File: config.mk
export PLATFORM = sky130hd
export DESIGN_NAME = switch_core
export DESIGN_NICKNAME = d
export VERILOG_FILES = /design/src/rtl/switch_core.sv
export SDC_FILE = /design/constraint.sdc
export NUM_CORES = 1
export LEC_CHECK = 0
export ABC_AREA = 1
export BUFFER_PORTS_ARGS = -buffer_cell sky130_fd_sc_hd__buf_4
export CAP_MARGIN = 20
export CORE_MARGIN = 2
export CORE_UTILIZATION = 45
export CTS_BUF_LIST = sky130_fd_sc_hd__clkbuf_8
export DETAILED_ROUTE_END_ITERATION = 7
export PLACE_DENSITY = 0.75
export SLEW_MARGIN = 5
export SYNTH_ARGS = -nofsm -noshare
export SYNTH_HDL_FRONTEND = slang
export SYNTH_SLANG_ARGS = --single-unit
File: constraint.sdc
create_clock -name clk_i -period 1.91 [get_ports clk_i]
set_input_delay 0.191 -clock clk_i [delete_from_list [all_inputs] [get_ports clk_i]]
set_output_delay 0.191 -clock clk_i [all_outputs]
set_load 0.02 [all_outputs]
File: src/rtl/switch_core.sv
// switch_core: central round-robin arbiter and crossbar of the packet switch.
// Each cycle one eligible requester is selected. One cycle later it receives a grant
// pulse, and its data word is written into the destination port's receive FIFO.
module switch_core #(
    parameter int AW_DEV = 2,
    parameter int DW     = 4,
    parameter int N_DEV  = 1 << AW_DEV
) (
    input  logic                     clk_i,
    input  logic                     rst_ni,
    input  logic [N_DEV-1:0]         rqt_i,
    input  logic [N_DEV*DW-1:0]      dat_i,
    input  logic [N_DEV*AW_DEV-1:0]  adr_i,
    input  logic [N_DEV-1:0]         full_i,
    output logic [N_DEV-1:0]         gnt_o,
    output logic [N_DEV-1:0]         wen_o,
    output logic [DW-1:0]            fifo_o,
    output logic                     busy_o
);

    typedef enum logic [0:0] {
        ST_ARB   = 1'b0,
        ST_GRANT = 1'b1
    } state_e;

    localparam logic [N_DEV-1:0]  ONE_HOT0 = {{(N_DEV-1){1'b0}}, 1'b1};
    localparam logic [AW_DEV-1:0] PTR_ONE  = {{(AW_DEV-1){1'b0}}, 1'b1};

    state_e             state_q, state_d;
    logic [AW_DEV-1:0]  ptr_q, ptr_d;
    logic [AW_DEV-1:0]  lw_q, lw_d;
    logic [N_DEV-1:0]   gnt_q, gnt_d;
    logic [N_DEV-1:0]   wen_q, wen_d;
    logic [DW-1:0]      fifo_q, fifo_d;
    logic               busy_q, busy_d;

    logic [AW_DEV-1:0]  adr_s [N_DEV];
    logic [DW-1:0]      dat_s [N_DEV];
    logic [N_DEV-1:0]   elig_s;
    logic               in_grant_s;
    logic               win_vld_s;
    logic [AW_DEV-1:0]  win_s;

    assign in_grant_s = (state_q == ST_GRANT);

    // Unpack the flat per-port address and data buses into arrays indexed by port
    always_comb begin
        for (int k = 0; k < N_DEV; k++) begin
            adr_s[k] = adr_i[k*AW_DEV +: AW_DEV];
            dat_s[k] = dat_i[k*DW +: DW];
        end
    end

    // A port competes if it requests and its target has room. The port granted last is
    // excluded while in GRANT, because its request has not dropped yet.
    always_comb begin
        for (int k = 0; k < N_DEV; k++) begin
            elig_s[k] = rqt_i[k] & ~full_i[adr_s[k]]
                      & ~(in_grant_s & (lw_q == AW_DEV'(k)));
        end
    end

    // Round-robin search from ptr. The AW_DEV-bit index wraps modulo N_DEV naturally.
    always_comb begin
        logic [AW_DEV-1:0] idx;
        logic              hit;
        idx       = ptr_q;
        hit       = 1'b0;
        win_vld_s = 1'b0;
        win_s     = {AW_DEV{1'b0}};
        for (int i = 0; i < N_DEV; i++) begin
            idx       = ptr_q + AW_DEV'(i);
            hit       = ~win_vld_s & elig_s[idx];
            win_s     = hit ? idx : win_s;
            win_vld_s = win_vld_s | hit;
        end
    end

    // Next state and strobes. ARB and GRANT both arbitrate, and a winner always leads to GRANT.
    always_comb begin
        state_d = state_q;
        ptr_d   = ptr_q;
        lw_d    = lw_q;
        gnt_d   = {N_DEV{1'b0}};
        wen_d   = {N_DEV{1'b0}};
        fifo_d  = fifo_q;
        busy_d  = 1'b0;
        case (state_q)
            ST_ARB, ST_GRANT: begin
                if (win_vld_s) begin
                    state_d = ST_GRANT;
                    gnt_d   = ONE_HOT0 << win_s;
                    wen_d   = ONE_HOT0 << adr_s[win_s];
                    fifo_d  = dat_s[win_s];
                    lw_d    = win_s;
                    ptr_d   = win_s + PTR_ONE;
                    busy_d  = 1'b1;
                end else begin
                    state_d = ST_ARB;
                end
            end
            default: begin
                state_d = ST_ARB;
            end
        endcase
    end

    // State and registered outputs. Asynchronous reset clears every strobe immediately.
    always_ff @(posedge clk_i or negedge rst_ni) begin
        if (!rst_ni) begin
            state_q <= ST_ARB;
            ptr_q   <= {AW_DEV{1'b0}};
            lw_q    <= {AW_DEV{1'b0}};
            gnt_q   <= {N_DEV{1'b0}};
            wen_q   <= {N_DEV{1'b0}};
            fifo_q  <= {DW{1'b0}};
            busy_q  <= 1'b0;
        end else begin
            state_q <= state_d;
            ptr_q   <= ptr_d;
            lw_q    <= lw_d;
            gnt_q   <= gnt_d;
            wen_q   <= wen_d;
            fifo_q  <= fifo_d;
            busy_q  <= busy_d;
        end
    end

    assign gnt_o  = gnt_q;
    assign wen_o  = wen_q;
    assign fifo_o = fifo_q;
    assign busy_o = busy_q;

endmodule
# Word level (Yosys, flattened, before mapping)

Index checks and enable logic that the tools add are counted.

Add/sub/neg operators: 4
Shifts and indexed selects: 2
Mux-type cells: 29
Reductions and logical operators: 1
Eq/ne operators: 3
Bitwise operators: 30
Multipliers: 0
Magnitude comparators: 9
Divide/modulo/power cells: 0

Operators with widths:

| operator                                                              | count |
|---|---|
| 2-bit by 3-bit < comparator with 1-bit output (second input constant) | 8 |
| 1-bit binary-select mux with 2-bit select                             | 8 |
| 4-bit two-way mux                                                     | 4 |
| 1-bit AND                                                             | 15 |
| 2-bit two-way mux                                                     | 6 |
| 1-bit inverter                                                        | 11 |
| 1-bit two-way mux                                                     | 9 |
| 4-bit binary-select mux with 2-bit select                             | 1 |
| 1-bit by 2-bit left shift with 4-bit output (first input constant)    | 2 |
| 2-bit by 1-bit adder with 2-bit output (second input constant)        | 2 |
| 2-bit adder (second input constant)                                   | 2 |
| 2-bit binary-select mux with 2-bit select                             | 1 |
| 2-bit == test (second input constant)                                 | 2 |
| 3-bit >= comparator (second input constant)                           | 1 |
| 2-bit inverter with 3-bit output                                      | 1 |
| 1-bit bitwise OR                                                      | 3 |
| 2-bit by 1-bit == test with 1-bit output (second input constant)      | 1 |
| 2-bit logical NOT                                                     | 1 |

Bits in registers: 17
Memory bits (read-only): 0
Bits in writable memories: 0
Memories: 0
Word-level logic and storage cells: 84
Bits of input ports: 34
Latch bits: 0

# Longest topological paths before layout

Gate-level depths: netlist of run 1.

Depth after elaboration: 22
Mapped depth: 18
Depth with buffers taken out: 18

# Worst setup path after synthesis of run 1

No wires, ideal clock.

Path kind: reg-to-reg
From: register state_q (netlist: in_grant_s)
To: register ptr_q[1]
Data arrival time: 1.887 ns
Required time: 1.784 ns
Setup slack: -0.104 ns
Stages on the path, launching flop included: 16
Period minus slack after synthesis: 2.014 ns
Path through: dfrtp_1 nand3_1 nand2_1 inv_2 nand3_2 nand2_1 nand3_1 nand2_2 inv_2 nand2_1 nand2_2 nand3_4 inv_2 ha_1 nand2_1 o21ai_0

Word-level cells in the longest chain between the ends: 15
Elaborated cells between the ends (all ways): 34
Those cells by class: add/sub (1); mux (12); bitwise (21)

RTL lines:

| item                                      | line | text |
|---|---|---|
| start: declaration                        | 29   | `state_e state_q, state_d;` |
| start signal: assignment                  | 119  | `state_q <= state_d;` |
| 1-bit AND                                 | 59   | `& ~(in_grant_s & (lw_q == AW_DEV'(k)));` |
| 1-bit inverter                            | 59   |  |
| 1-bit AND                                 | 59   |  |
| 1-bit binary-select mux with 2-bit select | 73   | `hit = ~win_vld_s & elig_s[idx];` |
| 1-bit two-way mux (not written as such)   | 73   |  |
| 1-bit inverter                            | 73   |  |
| 1-bit AND                                 | 73   |  |
| 1-bit bitwise OR                          | 75   | `win_vld_s = win_vld_s \| hit;` |
| 1-bit inverter                            | 73   |  |
| 1-bit AND                                 | 73   |  |
| 1-bit bitwise OR                          | 75   |  |
| 1-bit inverter                            | 73   |  |
| 1-bit AND                                 | 73   |  |
| 2-bit two-way mux *                       | 74   | `win_s = hit ? idx : win_s;` |
| via win_s[0]                              | 42   | `logic [AW_DEV-1:0] win_s;` |
| 2-bit by 1-bit adder with 2-bit output *  | 96   | `ptr_d = win_s + PTR_ONE;` |
| end signal: assignment                    | 112  | `ptr_q <= {AW_DEV{1'b0}};` |
| end signal: assignment                    | 120  | `ptr_q <= ptr_d;` |
| end: declaration                          | 30   | `logic [AW_DEV-1:0] ptr_q, ptr_d;` |

Mark *: on every way through the listed nets, which the timed path passes. The rest lies on a longest branch. The select of a mux whose other input is x is not followed.
A chain may end at the register's enable or synchronous reset.

# Final worst setup path of run 1

From: register state_q (netlist: in_grant_s)
To: register wen_q[0] (netlist: wen_o[0])

Word-level cells in the longest chain between the ends: 20
Elaborated cells between the ends (all ways): 39
Those cells by class: shift (1); mux (16); bitwise (22)

RTL lines:

| item                                                   | line | text |
|---|---|---|
| 1-bit AND                                              | 59   |  |
| 1-bit inverter                                         | 59   |  |
| 1-bit AND                                              | 59   |  |
| 1-bit binary-select mux with 2-bit select              | 73   |  |
| 1-bit two-way mux (not written as such)                | 73   |  |
| 1-bit inverter                                         | 73   |  |
| 1-bit AND                                              | 73   |  |
| 1-bit bitwise OR                                       | 75   |  |
| [... 4 more ...]                                       | --   |  |
| 1-bit AND                                              | 73   |  |
| 2-bit two-way mux                                      | 74   |  |
| 2-bit inverter with 3-bit output (not written as such) | 93   | `wen_d = ONE_HOT0 << adr_s[win_s];` |
| 2-bit binary-select mux with 2-bit select              | 93   |  |
| 2-bit two-way mux (not written as such) (2 in a row)   | 93   |  |
| 1-bit by 2-bit left shift with 4-bit output            | 93   |  |
| 4-bit two-way mux *                                    | 90   | `if (win_vld_s) begin` |
| via wen_d[0]                                           | 33   | `logic [N_DEV-1:0] wen_q, wen_d;` |
| end signal: assignment                                 | 115  | `wen_q <= {N_DEV{1'b0}};` |
| end signal: assignment                                 | 123  | `wen_q <= wen_d;` |
| end: declaration                                       | 33   |  |

Marks and branches as above.

==> impl_metrics.json, run 1 <==
{
  "yosys.area_share.simple_pct": 50.3,
  "synthesis.area_um2": 1450,
  "grt_max_degree": 18,
  "cts_num_sinks": 17,
  "path_class": "flip-flop to flip-flop",
  "synth_fa_ha_area_share_pct": 3.45,
  "rsz0062_at_grt": "yes",
  "tightest_slew_ns": 0.284,
  "grtUsageTotal_pct": 23.1,
  "gr-total-overflow": 0,
  "crit_path_max_fanout": 7,
  "violations": "negative setup slack",
  "finalSetupTns_ns": -1.88,
  "final.min_clock_period_ns": 2.09,
  "ys_seq_area_share_pct": 29.4,
  "n_fill_cell": 254,
  "numPortBuffers": 46,
  "cts-buffers-inserted": 3,
  "wl_um": 3900,
  "syn_area_per_cell_um2": 6.65,
  "syn_to_final_growth_pct": 51.9,
  "yosysTopAreaCell": "dfrtp_1",
  "setup_slack_ns": -0.181,
  "clk-insertion-delay-late_ns": 0.25,
  "first_global_vias": 1445,
  "hold_ws_ns": 0.175,
  "synth_nets": 256,
  "synth_compound_area_share_pct": 2.25,
  "timing.final.setup_violations": 14,
  "yosys.area.top_type_share_pct": 29.4,
  "drt_iter0_markers": 65,
  "die_w_um": 60.7,
  "drv_slew": 0,
  "htree_levels": 1,
  "grt_pass1_wl_um": 6360,
  "ios": 47,
  "synth-xor-area-share_pct": 1.12,
  "cts.clk_slew.worst_paths_ns": 0.07,
  "end_kind": "flip-flop",
  "clock-root-buffer": "clkbuf_8",
  "ys_ff_latch": 17,
  "finalClockSkew_ns": 0.000944,
  "detail_route.vias_per_cell": 4.81,
  "drive_gt1_share_pct": 46.0,
  "dr.pass1.iters": 4,
  "yosysUniqueCellTypes": 20,
  "fmax_mhz": 478,
  "diodes": 0,
  "cts_tree": "built",
  "core_area_um2": 3050,
  "synth_area_leaders": "dfrtp_1 29%, nand2_1 19%, nand3_1 10%",
  "place.gp.congestion": 0.966,
  "initial_utilization_pct": 47.5,
  "hold_path_class": "input port to flip-flop",
  "synth_top_family_by_area": "simple AND/OR/NAND/NOR gates",
  "vias": 1591,
  "finalNetCount": 326,
  "outcome": "complete, but fails checks",
  "placed_cell_area_um2": 2030,
  "antenna_found_initial": 0,
  "yosys_warnings": 0,
  "drv_cap": 0,
  "max-slew-margin-rel_pct": 81.1,
  "remaining_drc_errors": 0,
  "dp_slack_ns": -0.111,
  "stdcell_area_um2": 2200,
  "dpl.hpwl_um": 3110,
  "start_kind": "flip-flop",
  "die-area_um2": 3690,
  "cp.required_ns": 2.09,
  "hold_viol_final": 0,
  "final_antenna_net_count": 0,
  "worstPathArrival_ns": 2.27,
  "wl_per_cell_um": 11.8,
  "die_h_um": 60.7,
  "yosys-mux-area-fraction_pct": 0,
  "final.period_utilization_pct": 109,
  "clock_path_buffers": 2,
  "synth_cells": 218,
  "fp-row-count": 20
}
==> cells by family (layout without fill, tap and decap cells) <==
group,count (synthesis),after routing
compound gates,6,6
buf+inv,42,111
simple gates,148,148
flops,17,17
xor+xnor,1,1
fa+ha+maj,4,4
==> cell usage after synthesis (all sizes together) <==
master,count
dfrtp,17
ha,4
nor2,17
nand3,40
xnor2,1
buf,4
o21ai,5
inv,37
clkinv,1
nand2,80
a21boi,1
nand4,11
==> through the flow <==
step / cells / util [%]
2_1_floorplan: 218 / -
3_3_place_gp: 325 / 66.6
3_5_place_dp: 325 / 66.6
4_1_cts: 331 / 71.4
5_1_grt: 331 / 72.1
6_report: 331 / 72.1
==> state kept, by name (all words and copies together), names as in the netlist <==
signal and cells:
fifo_o 4, gnt_o 4, wen_o 4, lw_q 2
ptr_q 2, in_grant_s 1
==> routing by layer <==
metal / vias to the layer above / wire length (µm) / track usage (%)
met2: 64 / 1830 / 39.2
met4: 0 / 44 / 6.52
met3: 4 / 240 / 0
li1: 823 / - / -
met1: 700 / 1790 / 32.5
met5: - / 0 / 0
==> cell usage in the layout, fill, tap and decap left out <==
| master | n |
|---|---|
| nand3_1 | 22 |
| o21ai_0 | 1 |
| clkbuf_8 | 3 |
| nand2_2 | 19 |
| buf_12 | 2 |
| buf_6 | 5 |
| nand2_1 | 60 |
| dfrtp_1 | 16 |
| dlygate4sd3_1 | 1 |
| inv_4 | 1 |
| nor2_4 | 1 |
| inv_1 | 25 |
| nand3_2 | 15 |
| inv_2 | 12 |
| nand2_4 | 1 |
| clkinv_1 | 1 |
| a21boi_1 | 1 |
| nor2_2 | 3 |
| o21ai_1 | 3 |
| xnor2_4 | 1 |
| dfrtp_2 | 1 |
| buf_4 | 61 |
| nor2_1 | 13 |
| ha_2 | 1 |
| nand4_1 | 11 |
| o21ai_4 | 1 |
| ha_4 | 2 |
| nand3_4 | 3 |
| ha_1 | 1 |
==> critical path, stage by stage (launching register included) <==
cell and delay [ns]:
dfrtp_2 0.43, nand2_1 0.07, nor2_1 0.04, nor2_1 0.17, nand3_1 0.14, nand2_1 0.13
nand3_1 0.10, nand2_2 0.10, nand2_2 0.09, nand2_2 0.09, nand2_4 0.06, nand3_4 0.12
buf_6 0.16, nand2_2 0.05, nand3_2 0.05, nand3_2 0.10, nor2_1 0.13
==> area by class of cell <==
class / instances / area [µm²] / area share, %
multi-input cells: 159 / 965 / 43.8
repair buffers: 69 / 564 / 25.6
well taps: 44 / 55.1 / 2.50
inverters: 38 / 145 / 6.59
flip-flops and latches: 17 / 427 / 19.4
clock inverters: 1 / 3.75 / 0.171
clock buffers: 3 / 41.3 / 1.88
==> repair_timing <==
action / in CTS / in global routing
pin swaps: 16 / 6
gates resized for setup: 24 / 7
setup endpoints to repair: 13 / 15
buffers inserted: 1 / 0
hold endpoints to repair: 17 / 0
hold buffers: 1 / 0
==> final timing paths <==
check                                start    endpoint  slack (ns)  depth (start not counted)
worst max register to register  in_grant_s    wen_o[0]       -0.18                         16
min in group asynchronous           rst_ni   fifo_o[2]        0.34                          2
worst min register to register   fifo_o[0]   fifo_o[0]        0.49                          2
worst max-delay path            in_grant_s    wen_o[0]       -0.18                         16
worst min-delay path             dat_i[10]   fifo_o[2]        0.17                          3
max in group asynchronous           rst_ni  in_grant_s        1.36                          2
Power of run 1 is not shown: default switching activity piles up to over one toggle a cycle in this logic, so the estimate is an artifact.
==> run 2: changes to the inputs <==
CORE_ASPECT_RATIO = 1.4   (was unset)
==> impl_metrics.json, run 2 (synthesis gave the netlist of run 1 again) <==
{
  "outcome": "complete, but fails checks",
  "violations": "negative setup slack",
  "tightest_slew_ns": 0.257,
  "ios": 47,
  "wl_per_cell_um": 12.0,
  "first_global_vias": 1440,
  "timing.final.setup_violations": 13,
  "hold_ws_ns": 0.160,
  "initial_utilization_pct": 46.8,
  "final_cells": 326,
  "place.gp.congestion": 0.877,
  "busiest_layer": "met2",
  "drt_iter0_markers": 27,
  "rsz0062_at_grt": "yes",
  "finalClockSkew_ns": 0.00172,
  "dpl.hpwl_um": 3000,
  "numPortBuffers": 46,
  "worstPathArrival_ns": 2.15,
  "max-slew-margin-rel_pct": 82.8,
  "fmax_mhz": 500,
  "clock_path_buffers": 2,
  "die_w_um": 52.0,
  "crit_path_max_fanout": 7,
  "cts.clk_slew.worst_paths_ns": 0.07,
  "diodes": 0,
  "detail_route.vias_per_cell": 4.89,
  "grt_max_degree": 18,
  "end_kind": "flip-flop",
  "htree_levels": 1,
  "start_kind": "flip-flop",
  "crit_family": "simple AND/OR/NAND/NOR gates",
  "cts_num_sinks": 17,
  "cp.required_ns": 2.06,
  "path_class": "flip-flop to flip-flop",
  "grt_pass1_wl_um": 6180,
  "timing.rr.start": "ptr_q[1]",
  "cts_tree": "built",
  "die-area_um2": 3700,
  "drv_slew": 0,
  "drive_gt1_share_pct": 46.0,
  "grtUsageMet1_pct": 27.3,
  "final_common_cell": "buf_4",
  "syn_to_final_growth_pct": 52.7,
  "path_buf_inv": 3,
  "vias": 1593,
  "cp_cell_sequence": "xnor2_4 -> inv_2 -> nand3_2 -> nand2_2 -> nor2_4 -> nand3_1 -> nand3_2 -> nand2_2 -> inv_4 -> buf_6 -> nand3_1 -> nand2_1 -> nor2_1",
  "core_area_um2": 3090,
  "cp-startpoint": "ptr_q[1]",
  "use_met3_pct": 2.11,
  "final_util_pct": 71.5,
  "antenna_found_initial": 0,
  "min_from": "dat_i[10]",
  "wl_um": 3910,
  "cp_slowest_stage_delay_ns": 0.47,
  "final.period_utilization_pct": 105,
  "drv_cap": 0,
  "final_cell_mix": "60 x buf_4, 59 x nand2_1, 26 x inv_1, 25 x nand3_1, 18 x nand2_2",
  "dp.cells": 317,
  "gr-total-overflow": 0,
  "setup_slack_ns": -0.0902,
  "fp-row-count": 24,
  "finalNetCount": 326,
  "dr.pass1.iters": 4,
  "final_antenna_net_count": 0,
  "hold_path_class": "input port to flip-flop",
  "clk-insertion-delay-late_ns": 0.25,
  "clock-root-buffer": "clkbuf_8",
  "cts-buffers-inserted": 3,
  "slowest_stage": "dfrtp_2",
  "dp_slack_ns": -0.101,
  "grtUsageTotal_pct": 22.0,
  "remaining_drc_errors": 0,
  "grtUsageMet2_pct": 37.6,
  "hold_viol_final": 0,
  "final.min_clock_period_ns": 2.00,
  "die_h_um": 71.1
}
==> run 2: per-layer routing <==
metal  vias to the layer above  share of wire [%]
li1                        821                  -
met1                       722                 40
met2                        44                 55
met3                         6                3.4
met4                         0                1.9
met5                         -                  0
==> run 2: metrics by stage <==
stage	TNS (ns)	instance area, µm²
floorplan	-0.0118	1510
global placement	-0.307	2010
detailed placement	-0.705	2010
CTS	-0.641	2080
global route	-2.92	2210
finish	-0.900	2210
==> run 2: path summary, 6_finish.rpt <==
| path | end | slack (ns) | cells past startpoint |
|---|---|---|---|
| worst min-delay path | fifo_o[2] | 0.16 | 3 |
| worst max-delay path | wen_o[2] | -0.09 | 13 |
| min in group asynchronous | fifo_o[2] | 0.34 | 2 |
| max in group asynchronous | ptr_q[0] | 1.37 | 2 |
| worst min register to register | fifo_o[3] | 0.49 | 2 |
| worst max register to register | wen_o[2] | -0.09 | 13 |
==> run 2: cell type report <==
class                      instances  area [µm²]
sequential                        17         430
clock buffer                       3        41.3
clock inverter                     1        3.75
tap                               39        48.8
fill                             266         881
timing repair buffer              69         586
inverter                          38         151
multi-input combinational        159         951
==> run 2: worst min-delay path, stage by stage <==
cell and delay [ns]:
buf_4 0.08, o21ai_1 0.05, nand3_1 0.05
==> run 2: what timing repair did <==
item,CTS,global route
endpoints found under the hold margin,17,0
hold buffers,1,0
setup endpoints to repair,13,15
buffers inserted,0,3
resized for setup,9,25
pin swaps,0,9
gates cloned,0,1
Power of run 2 is left out for the same reason.
==> run 3: changes to the inputs <==
CAP_MARGIN = unset   (was 20)
SETUP_SLACK_MARGIN = 0.2   (was unset)
==> impl_metrics.json, run 3 (synthesis gave the netlist of run 1 again) <==
{
  "outcome": "complete, but fails checks",
  "violations": "negative setup slack",
  "r2r-end": "fifo_o[1]",
  "drt_iter0_markers": 42,
  "dpl.hpwl_um": 3150,
  "ios": 47,
  "final.period_utilization_pct": 111,
  "timing.rr.start": "lw_q[0]",
  "htree_levels": 1,
  "numPortBuffers": 46,
  "final_util_pct": 74.1,
  "cts.clk_slew.worst_paths_ns": 0.07,
  "die-area_um2": 3700,
  "drv_cap": 0,
  "r2r_slack_ns": -0.20,
  "final_common_cell": "buf_4",
  "drv_slew": 0,
  "core_area_um2": 3090,
  "min_from": "dat_i[10]",
  "setup_slack_ns": -0.201,
  "clock_path_buffers": 2,
  "vias": 1649,
  "timing.final.setup_violations": 15,
  "final_antenna_net_count": 0,
  "initial_utilization_pct": 46.8,
  "path_class": "flip-flop to flip-flop",
  "die_h_um": 71.1,
  "crit_family": "simple AND/OR/NAND/NOR gates",
  "die_w_um": 52.0,
  "cp_slowest_stage_delay_ns": 0.44,
  "clock-root-buffer": "clkbuf_8",
  "path_buf_inv": 2,
  "whs_path_depth": 3,
  "rr_worst_depth": 14,
  "detail_route.vias_per_cell": 4.94,
  "clk-insertion-delay-late_ns": 0.25,
  "grt_pass1_wl_um": 6220,
  "remaining_drc_errors": 0,
  "diodes": 0,
  "crit_path_max_fanout": 8,
  "hold_viol_final": 0,
  "slowest_stage": "dfrtp_1",
  "finalClockSkew_ns": 0.00733,
  "wl_per_cell_um": 12.0,
  "antenna_found_initial": 0,
  "worstPathArrival_ns": 2.23,
  "tightest_slew_ns": 0.247,
  "drive_gt1_share_pct": 49.2,
  "gr-total-overflow": 0,
  "final.min_clock_period_ns": 2.11,
  "wl_um": 4000,
  "finalSetupTns_ns": -2.14,
  "cts_num_sinks": 17,
  "cts-buffers-inserted": 3,
  "place.gp.congestion": 0.902,
  "grt_max_degree": 18,
  "rsz0062_at_grt": "yes",
  "cts_tree": "built",
  "dr.pass1.iters": 4,
  "cp.required_ns": 2.03,
  "syn_to_final_growth_pct": 58.1,
  "grtUsageTotal_pct": 21.8,
  "max-slew-margin-rel_pct": 83.5,
  "start_kind": "flip-flop",
  "final_cell_mix": "66 x buf_4, 58 x nand2_1, 27 x inv_1, 22 x nand3_1, 17 x nand2_2",
  "cp_cell_sequence": "nor2_1 -> a21boi_1 -> nand3_1 -> nand2_1 -> nand2_2 -> o21ai_2 -> inv_2 -> nand3_4 -> nand3_4 -> buf_12 -> nor2_4 -> nor2_1 -> o21ai_1 -> nand3_1",
  "fp-row-count": 24,
  "fmax_mhz": 474,
  "first_global_vias": 1511,
  "finalNetCount": 334,
  "hold_path_class": "input port to flip-flop",
  "end_kind": "flip-flop",
  "whs_endpoint": "fifo_o[2]"
}
## run 3: what timing repair did
action                                  4_1_cts  5_1_grt
endpoints found under the setup margin       15       17
hold endpoints to repair                     17        0
pin swaps                                    12       13
setup buffers                                 2        5
resized for setup                            15       27
hold buffers                                  1        0
## run 3: tightest hold or removal path, cell delays in order
cell and delay (ns):
buf_4 0.08, o21ai_1 0.06, nand3_1 0.07
## run 3: cell type report
| cell class | instances | area, µm² |
|---|---|---|
| Fill cell | 244 | 802 |
| Clock buffer | 3 | 41.3 |
| Clock inverter | 1 | 3.75 |
| Sequential cell | 17 | 429 |
| Multi-Input combinational cell | 159 | 987 |
| Inverter | 38 | 154 |
| Tap cell | 39 | 48.8 |
| Timing Repair Buffer | 77 | 627 |
## run 3: worst max path at each step
stage                     end  slack (ns)       start  depth (start not counted)
detailed placement  fifo_o[1]       -0.14    ptr_q[0]                         12
floorplan            gnt_o[0]       0.001  in_grant_s                         16
CTS                 fifo_o[1]       -0.11  in_grant_s                         17
finish              fifo_o[1]       -0.20     lw_q[0]                         14
global placement    fifo_o[1]       -0.12     lw_q[0]                         15
global route         gnt_o[2]       -0.35     lw_q[1]                         15
## run 3: per-stage QoR
step | worst slack, ns | cell area [µm²] | instances | hold slack (ns)
after detailed placement | -0.137 | 2050 | 322 | 0.0653
after CTS | -0.106 | 2160 | 329 | 0.168
after global placement | -0.116 | 2050 | 322 | 0.0622
after global routing | -0.352 | 2290 | 334 | 0.193
after floorplan | 0.00146 | 1530 | 218 | -0.105
final | -0.201 | 2290 | 334 | 0.180
## run 3: layer usage
| metal | part of all wire, % | wire (µm) | track usage, % |
|---|---|---|---|
| met1 | 39 | 1570 | 25.3 |
| met2 | 54 | 2150 | 39.9 |
| met3 | 3.6 | 143 | 1.27 |
| met4 | 3.2 | 128 | 9.06 |
| met5 | 0 | 0 | 0 |
Power of run 3 is left out for the same reason.
